## config.mk

```make
export PLATFORM = sky130hd
export DESIGN_NAME = divisor_8bits
export DESIGN_NICKNAME = d
export VERILOG_FILES = /design/src/rtl/divisor_8bits.sv
export SDC_FILE = /design/constraint.sdc
export NUM_CORES = 1
export LEC_CHECK = 0
export CAP_MARGIN = 40
export CORE_ASPECT_RATIO = 1.2
export CORE_MARGIN = 2
export CORE_UTILIZATION = 54
export CTS_CLUSTER_SIZE = 28
export DETAILED_ROUTE_END_ITERATION = 7
export PLACE_DENSITY = 0.79
export SLEW_MARGIN = 10
export SYNTH_ARGS = -nofsm -noshare
export SYNTH_HDL_FRONTEND = slang
export SYNTH_SLANG_ARGS = --single-unit
```

## constraint.sdc

```tcl
create_clock -name clk -period 2.55 [get_ports clk]
set_clock_uncertainty 0.1 [all_clocks]
set_input_delay 0.765 -clock clk [delete_from_list [all_inputs] [get_ports clk]]
set_output_delay 0.765 -clock clk [all_outputs]
set_load 0.005 [all_outputs]
```

## src/rtl/divisor_8bits.sv

```systemverilog
// Multi-cycle 8-bit unsigned restoring divider with a 7-bit saturating quotient.
// A request in IDLE either runs 8 CALC steps or, for a zero divisor, reports an error at once.
module divisor_8bits (
    input  logic       clk,
    input  logic       rst_n,
    input  logic       start,
    input  logic [7:0] A,
    input  logic [7:0] D,
    output logic [6:0] A_div,
    output logic [7:0] R,
    output logic       busy,
    output logic       done,
    output logic       err
);

    typedef enum logic [1:0] {IDLE, CALC, DONE} state_t;

    state_t     state_q, state_d;
    logic [7:0] a_q, a_d;
    logic [7:0] d_q, d_d;
    logic [7:0] rem_q, rem_d;
    logic [7:0] quo_q, quo_d;
    logic [2:0] cnt_q, cnt_d;
    logic [6:0] a_div_q, a_div_d;
    logic [7:0] r_q, r_d;
    logic       err_q, err_d;
    logic       busy_q, busy_d;
    logic       done_q, done_d;

    logic [8:0] shifted;
    logic       step_bit;
    logic [7:0] step_rem;
    logic [7:0] quo_next;

    // The quotient only overflows 7 bits when dividing a value >= 128 by one.
    function automatic logic [15:0] finalize(input logic [7:0] quo, input logic [7:0] rem);
        if (quo > 8'd127)
            finalize = {1'b1, 7'h7F, 8'h00};
        else
            finalize = {1'b0, quo[6:0], rem};
    endfunction

    always_comb begin
        // One restoring step: the shifted remainder needs 9 bits, the difference fits in 8.
        shifted  = {rem_q, a_q[7]};
        step_bit = (shifted >= {1'b0, d_q});
        step_rem = step_bit ? (shifted[7:0] - d_q) : shifted[7:0];
        quo_next = {quo_q[6:0], step_bit};

        state_d = state_q;
        a_d     = a_q;
        d_d     = d_q;
        rem_d   = rem_q;
        quo_d   = quo_q;
        cnt_d   = cnt_q;
        a_div_d = a_div_q;
        r_d     = r_q;
        err_d   = err_q;
        busy_d  = busy_q;
        done_d  = 1'b0;

        case (state_q)
            IDLE: begin
                if (start) begin
                    busy_d = 1'b1;
                    if (D == 8'd0) begin
                        state_d = DONE;
                        done_d  = 1'b1;
                        err_d   = 1'b1;
                        a_div_d = 7'h7F;
                        r_d     = A;
                    end else begin
                        state_d = CALC;
                        a_d     = A;
                        d_d     = D;
                        rem_d   = 8'd0;
                        quo_d   = 8'd0;
                        cnt_d   = 3'd0;
                    end
                end
            end
            CALC: begin
                a_d   = {a_q[6:0], 1'b0};
                rem_d = step_rem;
                quo_d = quo_next;
                cnt_d = cnt_q + 3'd1;
                if (cnt_q == 3'd7) begin
                    state_d = DONE;
                    done_d  = 1'b1;
                    {err_d, a_div_d, r_d} = finalize(quo_next, step_rem);
                end
            end
            DONE: begin
                state_d = IDLE;
                busy_d  = 1'b0;
            end
            default: begin
                state_d = IDLE;
                busy_d  = 1'b0;
            end
        endcase
    end

    always_ff @(posedge clk or negedge rst_n) begin
        if (!rst_n) begin
            state_q <= IDLE;
            a_q     <= 8'd0;
            d_q     <= 8'd0;
            rem_q   <= 8'd0;
            quo_q   <= 8'd0;
            cnt_q   <= 3'd0;
            a_div_q <= 7'd0;
            r_q     <= 8'd0;
            err_q   <= 1'b0;
            busy_q  <= 1'b0;
            done_q  <= 1'b0;
        end else begin
            state_q <= state_d;
            a_q     <= a_d;
            d_q     <= d_d;
            rem_q   <= rem_d;
            quo_q   <= quo_d;
            cnt_q   <= cnt_d;
            a_div_q <= a_div_d;
            r_q     <= r_d;
            err_q   <= err_d;
            busy_q  <= busy_d;
            done_q  <= done_d;
        end
    end

    assign A_div = a_div_q;
    assign R     = r_q;
    assign err   = err_q;
    assign busy  = busy_q;
    assign done  = done_q;

endmodule

```

# Yosys cells after proc, flatten, opt, wreduce, memory -nomap -nowiden
# Cells that the tools add are included.
# W data, S select, Z words.
# totals
reg_bits	54
# op_classes
add_sub_neg	2
order_cmp	2
n_eq_ne	6
n_mux	34
n_bitwise	2
n_reduce_logical	8
# op_table
op	count
$mux W8	8
$pmux W8 S2	3
$pmux W7 S2	2
$mux W7	3
$mux W16	1
$ge A9 B8 Y1	1
$gt A8 B7 Y1 const B	1
$logic_not A8 Y1	1
$ne A2 B2 Y1 const B	4
$sub A8 B8 Y8	1
$mux W1	7
$mux W2	3
$mux W3	2
$pmux W1 S2	3
$pmux W3 S2	1
$reduce_and A3 Y1	2
$pmux W2 S2	1
$reduce_and A2 Y1	2
$reduce_and A4 Y1	1
$add A3 B1 Y3 const B	1
$eq A3 B3 Y1 const B	1
$eq A2 B1 Y1 const B	1
$logic_not A2 Y1	1
$not A1 Y1	2
$reduce_bool A2 Y1	1

# Depth between registers and ports, before layout
# Gate-level depths: netlist (run 1).
# logic_depth
depth_word	5
mapped_depth	10

# Worst setup path before layout (run 1)
# Ideal clock, no wire load.
# synth_timing
path_type	reg-to-reg
from	reg a_q[7]
to	reg r_q[6], in the netlist R[6]
arrival_ns	1.824
required_time_ns	2.363
setup_slack_ns	0.539
path_stages_with_launch	11
n_path_buf	0
synth_period_minus_slack_ns	2.011
cell_sequence	dfrtp_1 -> inv_1 -> ha_1 -> inv_1 -> fa_1 -> a21oi_1 -> o211ai_1 -> a21oi_1 -> xnor2_1 -> mux2i_1 -> o211ai_1
# synth_between
elab_chain_len	5
word_cells_on_any_way	7
cone_classes	add/sub (1); order compare (2); mux (4)
# synth_rtl
item	line	text
start, declared	19	logic [7:0] a_q, a_d;
start signal, assigned	107	a_q <= 8'd0;
start signal, assigned	119	a_q <= a_d;
$ge A9 B8 Y1 or $sub A8 B8 Y8 (tied branches)	46, 47	
$gt A8 B7 Y1 or $mux W8 (tied branches)	37, 47	
$mux W16 (*)	37	if (quo > 8'd127)
$mux W8 (*)	87	if (cnt_q == 3'd7) begin
$pmux W8 S2 (*)	62	case (state_q)
end signal, assigned	125	r_q <= r_d;
end, declared	25	logic [7:0] r_q, r_d;
# Every way passes the cells marked *; elsewhere a longest branch is shown, timed or not. The select of a mux whose other input is x is not followed.
# A chain may end at the register's enable or synchronous reset.

# Worst setup path after layout (run 1)
# layout_timing
from	in D[5]
to	reg r_q[4], in the netlist R[4]
# layout_between
elab_chain_len	3
# layout_rtl
item	line	text
start, declared	8	input logic [7:0] D,
$logic_not A8 Y1	66	if (D == 8'd0) begin
$ne A2 B2 Y1 (no source line)	--	
$reduce_and A4 Y1 (no source line)	--	
# Every way passes these cells.

==> flow_summary.toml, run 1 <==
[synthesis]
netlist_area_sq_mm = 0.00266
yosys_warnings = 0
synth-edff-count = 0
fraction_of_synthesized_cell_area_taken_by_the_top_area_cell_type = 0.508
synth.area.top_cells = "sky130_fd_sc_hd__dfrtp_1, sky130_fd_sc_hd__nand2_1, sky130_fd_sc_hd__ha_1"
synth-seq-cells = 54
synth.distinct_cells = 42
ys_dominant_reg_cell = "sky130_fd_sc_hd__dfrtp_1"
synthesis.instances = 270
synth.avg_cell_area_sq_um = 9.85
syn-num-nets = 300
synthArstFlopShare = 1.00
synth.largest_area_cell = "sky130_fd_sc_hd__dfrtp_1"
ys_seq_area_frac = 0.508

[worst_setup_path]
start_kind = "input pin"
critical_path_arrival_ps = 2560
crit_path_end_kind = "flip-flop"
critPathKind = "in2reg"
critical_path_peak_fanout = 5
worst-r2r-cell-count = 11
required_time_reported_for_the_critical_path_endpoint_ps = 2640
setup.reg_to_reg.worst_slack_ps = 140
r2r-start = "a_q[7]$_DFFE_PN0P_"
critical_path.reg2reg.endpoint = "R[6]$_DFFE_PN0P_"

[min_path]
min_from = "cnt_q[0]$_DFFE_PN0P_"
worstHoldPathType = "reg2reg"
worst_hold_path.endpoint = "cnt_q[0]$_DFFE_PN0P_"
holdPathStages = 1

[timing]
period_utilization = 0.966
grt_setup_unrepaired = "no"
tightestPinTransition_ps = 671
highest_clock_frequency_the_design_can_meet_ghz = 0.406
hold_viol = 0
report.final.slew_viol_count = 0
worst_hold_slack_ps = 391
slew-limit-headroom = 0.552
final_critical_path_setup_slack_ps = 87.8
setup-tns-final_ps = 0
period_minus_slack_ps = 2460
setup_viol = 0

[outcome]
status = "complete, no violations"

[cts]
clockBufferDepth = 2
cts_inserted_buffers = 5
htree_levels = 2
ctsResizeCount = 0
postCtsSetupRepairBufs = 0
cts-hold-fix-buffers = 0
clock_root_buffer = "sky130_fd_sc_hd__clkbuf_8"
clk_pin_slew_ps = 100
clock-sinks = 54
cts_tree = "done"
clk_latency_ps = 310

[die]
chipHeight_um = 80.9
dieArea_sq_mm = 0.00551
num_rows = 28
die_w_um = 68.1
coreArea_sq_mm = 0.00483
io_pins = 37
floorplan.initialDensity = 0.550

[cells_and_area]
drive_gt1_frac = 0.169
multi_input_comb_area_sq_mm = 0.00118
num-nets-final = 366
layout.cells.most_common = "sky130_fd_sc_hd__dfrtp_1"
final_cell_count_no_fill = 397
diodes = 0
areaGrowthSynthToFinish_pct = 27.8
layout.cells.most_common_list = "sky130_fd_sc_hd__dfrtp_1, sky130_fd_sc_hd__nand2_1, sky130_fd_sc_hd__clkdlybuf4s50_1"
regArea_sq_mm = 0.00135
final.fill_count = 363

[power_and_ir_drop]
netSwitchingPower_mw = 2.06
power.internal_mw = 2.92
clock_power_share = 0.097
ir_drop_uv = 875
netSwitchingFraction = 0.414
power.share.combinational = 0.594
p_per_area_mw_per_mm2 = 1460
p_leak_nw = 1.56
portion_of_total_power_attributed_to_sequential_cells = 0.309
p_total_mw = 4.98

[run]
drv.max_cap_violation_count = 0

[global_route]
grt_pass1_vias = 2244
grt-ovfl-total = 0
groute.usage.overall = 0.253
grt_first_pass_wirelength_um = 10400
pin_count_of_the_biggest_net_entering_global_routing = 55
antenna_found_initial = 0

[detailed_routing]
drtAntennaViolNets = 0
num_vias = 2216
wirelength_um = 6200
number_of_remaining_drc_errors = 0
initialDrtViolationCount = 170
firstDrtPassIters = 4
routed_wire_length_per_instance_um = 15.6
vias_per_cell = 5.58

[placed_design]
buffer_ports.inserted = 36
placed_cells = 389
post-place-ws_ps = -246
routability_congestion_estimate_from_global_placement = 0.927
dpl.hpwl_um = 4730
## power groups by stage
stage / sequential (mW) / combinational [mW] / clock, mW
after floorplan: 1.49 / 1.94 / 0
after global placement: 1.54 / 2.80 / 0
after detailed placement: 1.55 / 2.94 / 0
after CTS: 1.53 / 2.97 / 0.501
after global routing: 1.58 / 3.29 / 0.545
final: 1.54 / 2.96 / 0.483
## metal layers
layer,global-route usage,up-vias,part of all wire
li1,-,1070,-
met4,0.104,0,0.028
met1,0.328,1066,0.41
met2,0.419,64,0.51
met5,0,-,0
met3,0.0374,16,0.051
## metrics by stage
| step | util | area, sq um |
|---|---|---|
| after global routing | 0.703 | 3400 |
| after global placement | 0.683 | 3300 |
| after floorplan | - | 2660 |
| after detailed placement | 0.684 | 3310 |
| final | 0.703 | 3400 |
| after CTS | 0.703 | 3400 |
## Yosys cell counts, types with 2 or more instances
master	number
sky130_fd_sc_hd__dfrtp_1	54
sky130_fd_sc_hd__inv_1	13
sky130_fd_sc_hd__inv_2	2
sky130_fd_sc_hd__nand2_1	46
sky130_fd_sc_hd__o21ai_2	3
sky130_fd_sc_hd__xnor2_1	2
sky130_fd_sc_hd__a31oi_1	2
sky130_fd_sc_hd__o21ai_0	12
sky130_fd_sc_hd__a21oi_1	14
sky130_fd_sc_hd__nor2_1	19
sky130_fd_sc_hd__o211ai_1	4
sky130_fd_sc_hd__a22oi_1	9
sky130_fd_sc_hd__mux2i_1	7
sky130_fd_sc_hd__buf_6	3
sky130_fd_sc_hd__nor2b_1	3
sky130_fd_sc_hd__o21ai_1	16
sky130_fd_sc_hd__o21a_1	2
sky130_fd_sc_hd__nand3_1	5
sky130_fd_sc_hd__a22o_1	10
sky130_fd_sc_hd__ha_1	10
sky130_fd_sc_hd__nor4_1	2
sky130_fd_sc_hd__buf_4	3
sky130_fd_sc_hd__xor2_1	2
sky130_fd_sc_hd__o31ai_1	3
sky130_fd_sc_hd__a21o_1	2
sky130_fd_sc_hd__clkbuf_1	5
sky130_fd_sc_hd__nand2b_1	2
## layout make-up
cell class / instances / share of cell area
clock buffer: 5 / 0.0202
clock inverter: 3 / 0.00699
inverter: 15 / 0.0166
multi-input combinational: 189 / 0.348
sequential: 54 / 0.397
tap: 60 / 0.0221
timing repair buffer: 71 / 0.189
## critical path, stage by stage
cell                              delay, ps
sky130_fd_sc_hd__clkdlybuf4s50_1        430
sky130_fd_sc_hd__nor4_1                 340
sky130_fd_sc_hd__buf_4                  180
sky130_fd_sc_hd__nand3_1                 80
sky130_fd_sc_hd__buf_4                  170
sky130_fd_sc_hd__o21ai_0                220
sky130_fd_sc_hd__buf_4                  170
sky130_fd_sc_hd__nand2_1                 50
sky130_fd_sc_hd__o21ai_0                100
sky130_fd_sc_hd__a21oi_1                 50
## registers in the layout, indices dropped and copies added (netlist names), 2 cells and up
signal   count
d_q          8
quo_q        7
a_q          8
cnt_q        3
A_div        7
state_q      2
rem_q        8
R            8
## kinds of logic (layout without fill, tap and decap cells)
logic type,after synthesis,in the layout,share of synthesized area
AOI/OAI and AO/OA,83,83,0.207
adders and majority gates,11,11,0.0546
DFF,54,54,0.508
xor gates and xnor gates,4,4,0.0132
muxes,8,8,0.0320
buffers and inverters,27,94,0.0513
and+or+nand+nor,83,83,0.134
## worst max path at each step
stage	start	endpoint	depth (start not counted)
2_1_floorplan	a_q[7]$_DFFE_PN0P_	R[6]$_DFFE_PN0P_	10
3_3_place_gp	D[5]	R[4]$_DFFE_PN0P_	10
3_5_place_dp	D[5]	R[4]$_DFFE_PN0P_	10
4_1_cts	D[5]	R[4]$_DFFE_PN0P_	10
5_1_grt	a_q[7]$_DFFE_PN0P_	rem_q[6]$_DFFE_PN0P_	11
6_report	D[5]	R[4]$_DFFE_PN0P_	10
(Power assumes the default switching activity.)
==> run 2, diff against run 1 <==
--- a/config.mk
+++ b/config.mk
@@ -5,13 +5,14 @@
 export SDC_FILE = /design/constraint.sdc
 export NUM_CORES = 1
 export LEC_CHECK = 0
+export ABC_AREA = 0
 export CAP_MARGIN = 40
 export CORE_ASPECT_RATIO = 1.2
 export CORE_MARGIN = 2
-export CORE_UTILIZATION = 54
+export CORE_UTILIZATION = 58
 export CTS_CLUSTER_SIZE = 28
 export DETAILED_ROUTE_END_ITERATION = 7
-export PLACE_DENSITY = 0.79
+export PLACE_DENSITY = 0.84
 export SLEW_MARGIN = 10
 export SYNTH_ARGS = -nofsm -noshare
 export SYNTH_HDL_FRONTEND = slang
==> constraint.sdc (replaced) <==
create_clock -name clk -period 3.1 [get_ports clk]
set_clock_uncertainty 0.1 [all_clocks]
set_input_delay 0.93 -clock clk [delete_from_list [all_inputs] [get_ports clk]]
set_output_delay 0.93 -clock clk [all_outputs]
set_load 0.005 [all_outputs]
==> flow_summary.toml, run 2 (synthesized netlist as in run 1, its figures left out) <==
[placed_design]
dpl_cell_area_sq_mm = 0.00314
routability_congestion_estimate_from_global_placement = 0.856
dpl.hpwl_um = 4450
buffer_ports.inserted = 36
placed_cells = 364

[cells_and_area]
layout.cells.most_common_list = "sky130_fd_sc_hd__dfrtp_1, sky130_fd_sc_hd__nand2_1, sky130_fd_sc_hd__clkdlybuf4s50_1"
drive_gt1_frac = 0.105
areaGrowthSynthToFinish_pct = 21.2
num-nets-final = 343
diodes = 0
stdcell_area_sq_mm = 0.00322
layout.cells.most_common = "sky130_fd_sc_hd__dfrtp_1"
final_cell_count_no_fill = 371

[detailed_routing]
drtAntennaViolNets = 0
wirelength_um = 5640
number_of_remaining_drc_errors = 0
routed_wire_length_per_instance_um = 15.2
vias_per_cell = 5.69
firstDrtPassIters = 4
num_vias = 2112
initialDrtViolationCount = 243

[worst_setup_path]
required_time_reported_for_the_critical_path_endpoint_ps = 3240
critical_path_arrival_ps = 2830
critical_path.cell_chain = "clkdlybuf4s50_1, nor4_1, nand3_1, inv_2, nor2_2, inv_2, buf_4, nor2_1, a21oi_1"
crit_path_end_kind = "flip-flop"
critical-path-top-cell-by-count = "sky130_fd_sc_hd__inv_2"
start_kind = "input pin"
cp_num_buf_inv = 4
crit_slowest_cell = "sky130_fd_sc_hd__nor4_1"
critPathKind = "in2reg"
critical_path_peak_fanout = 9
timing.critical_path.max_delay_family = "buffers and inverters"
cpPeakStageDelay_ps = 440

[cts]
cts_tree = "done"
postCtsSetupRepairBufs = 0
clk_pin_slew_ps = 100
cts_inserted_buffers = 5
htree_levels = 2
ctsResizeCount = 0
clock_root_buffer = "sky130_fd_sc_hd__clkbuf_8"
cts-hold-fix-buffers = 0
clk_latency_ps = 300
clockBufferDepth = 2
clock-sinks = 54

[power_and_ir_drop]
p_leak_nw = 1.45
power.share.combinational = 0.573
p_per_area_mw_per_mm2 = 1190
clock_power_share = 0.099
power.internal_mw = 2.26
netSwitchingFraction = 0.413
portion_of_total_power_attributed_to_sequential_cells = 0.329
netSwitchingPower_mw = 1.59
ir_drop_uv = 621

[die]
dieArea_sq_mm = 0.00515
io_pins = 37
chipHeight_um = 78.2
coreArea_sq_mm = 0.00449
floorplan.initialDensity = 0.592
num_rows = 27
die_w_um = 65.8

[timing]
grt_setup_unrepaired = "no"
report.final.slew_viol_count = 0
highest_clock_frequency_the_design_can_meet_ghz = 0.372
slew-limit-headroom = 0.544
period_utilization = 0.868
setup_viol = 0
hold_viol = 0
tightestPinTransition_ps = 680
setup-tns-final_ps = 0
period_minus_slack_ps = 2690

[global_route]
grt-ovfl-total = 0
grt_pass1_vias = 2130
pin_count_of_the_biggest_net_entering_global_routing = 25
grt_first_pass_wirelength_um = 9900
antenna_found_initial = 0
groute.usage.overall = 0.248

[run]
drv.max_cap_violation_count = 0

[min_path]
worstHoldPathType = "reg2reg"

[outcome]
status = "complete, no violations"
run 2: power by group through the flow:
stage                     Clock [mW]  Sequential [mW]  Combinational [mW]
final                          0.380             1.26                2.20
after global routing           0.413             1.30                2.46
after CTS                      0.387             1.26                2.22
after detailed placement           0             1.27                2.22
after global placement             0             1.26                2.12
after floorplan                    0             1.23                1.59
run 2: final timing paths:
path                                       from                   end  slack [ps]  depth (start not counted)
max                                        D[5]  A_div[5]$_DFFE_PN0P_         410                          9
min                        cnt_q[0]$_DFFE_PN0P_  cnt_q[0]$_DFFE_PN0P_         390                          1
max reg2reg                  a_q[7]$_DFFE_PN0P_  rem_q[5]$_DFFE_PN0P_         540                          9
min reg2reg                cnt_q[0]$_DFFE_PN0P_  cnt_q[0]$_DFFE_PN0P_         390                          1
max in group asynchronous                 rst_n  A_div[1]$_DFFE_PN0P_        1920                          2
min in group asynchronous                 rst_n  cnt_q[2]$_DFFE_PN0P_         470                          1
run 2: metrics by stage:
stage / utilization / setup WS (ps) / power (mW) / hold slack, ps
after global routing: 0.718 / 110 / 4.18 / 424
final: 0.718 / 409 / 3.85 / 392
after CTS: 0.718 / 356 / 3.87 / 393
after detailed placement: 0.699 / 60.1 / 3.49 / 374
after floorplan: - / 927 / 2.82 / 354
after global placement: 0.691 / 104 / 3.38 / 365
run 2: worst reg2reg max path, stage by stage, from the launching register on:
cell	delay, ps
sky130_fd_sc_hd__dfrtp_1	370
sky130_fd_sc_hd__inv_1	80
sky130_fd_sc_hd__ha_1	290
sky130_fd_sc_hd__nand2b_1	100
sky130_fd_sc_hd__a21o_1	110
sky130_fd_sc_hd__a21oi_1	70
sky130_fd_sc_hd__o31ai_2	630
sky130_fd_sc_hd__buf_4	270
sky130_fd_sc_hd__mux2i_1	280
sky130_fd_sc_hd__o21ai_0	120
run 2: final cells by class:
class	instances	area, sq um
Fill cell	358	1270
Inverter	15	56.3
Timing Repair Buffer	48	478
Tap cell	58	72.6
Sequential cell	54	1350
Clock inverter	2	15.0
Clock buffer	5	68.8
Multi-Input combinational cell	189	1180
run 2: metal layers:
metal  up-vias  part of all wire  GRT usage
li1       1028                 -          -
met1      1036              0.43      0.315
met2        41              0.53      0.435
met3         7             0.035     0.0372
met4         0             0.012     0.0708
met5         -                 0          0
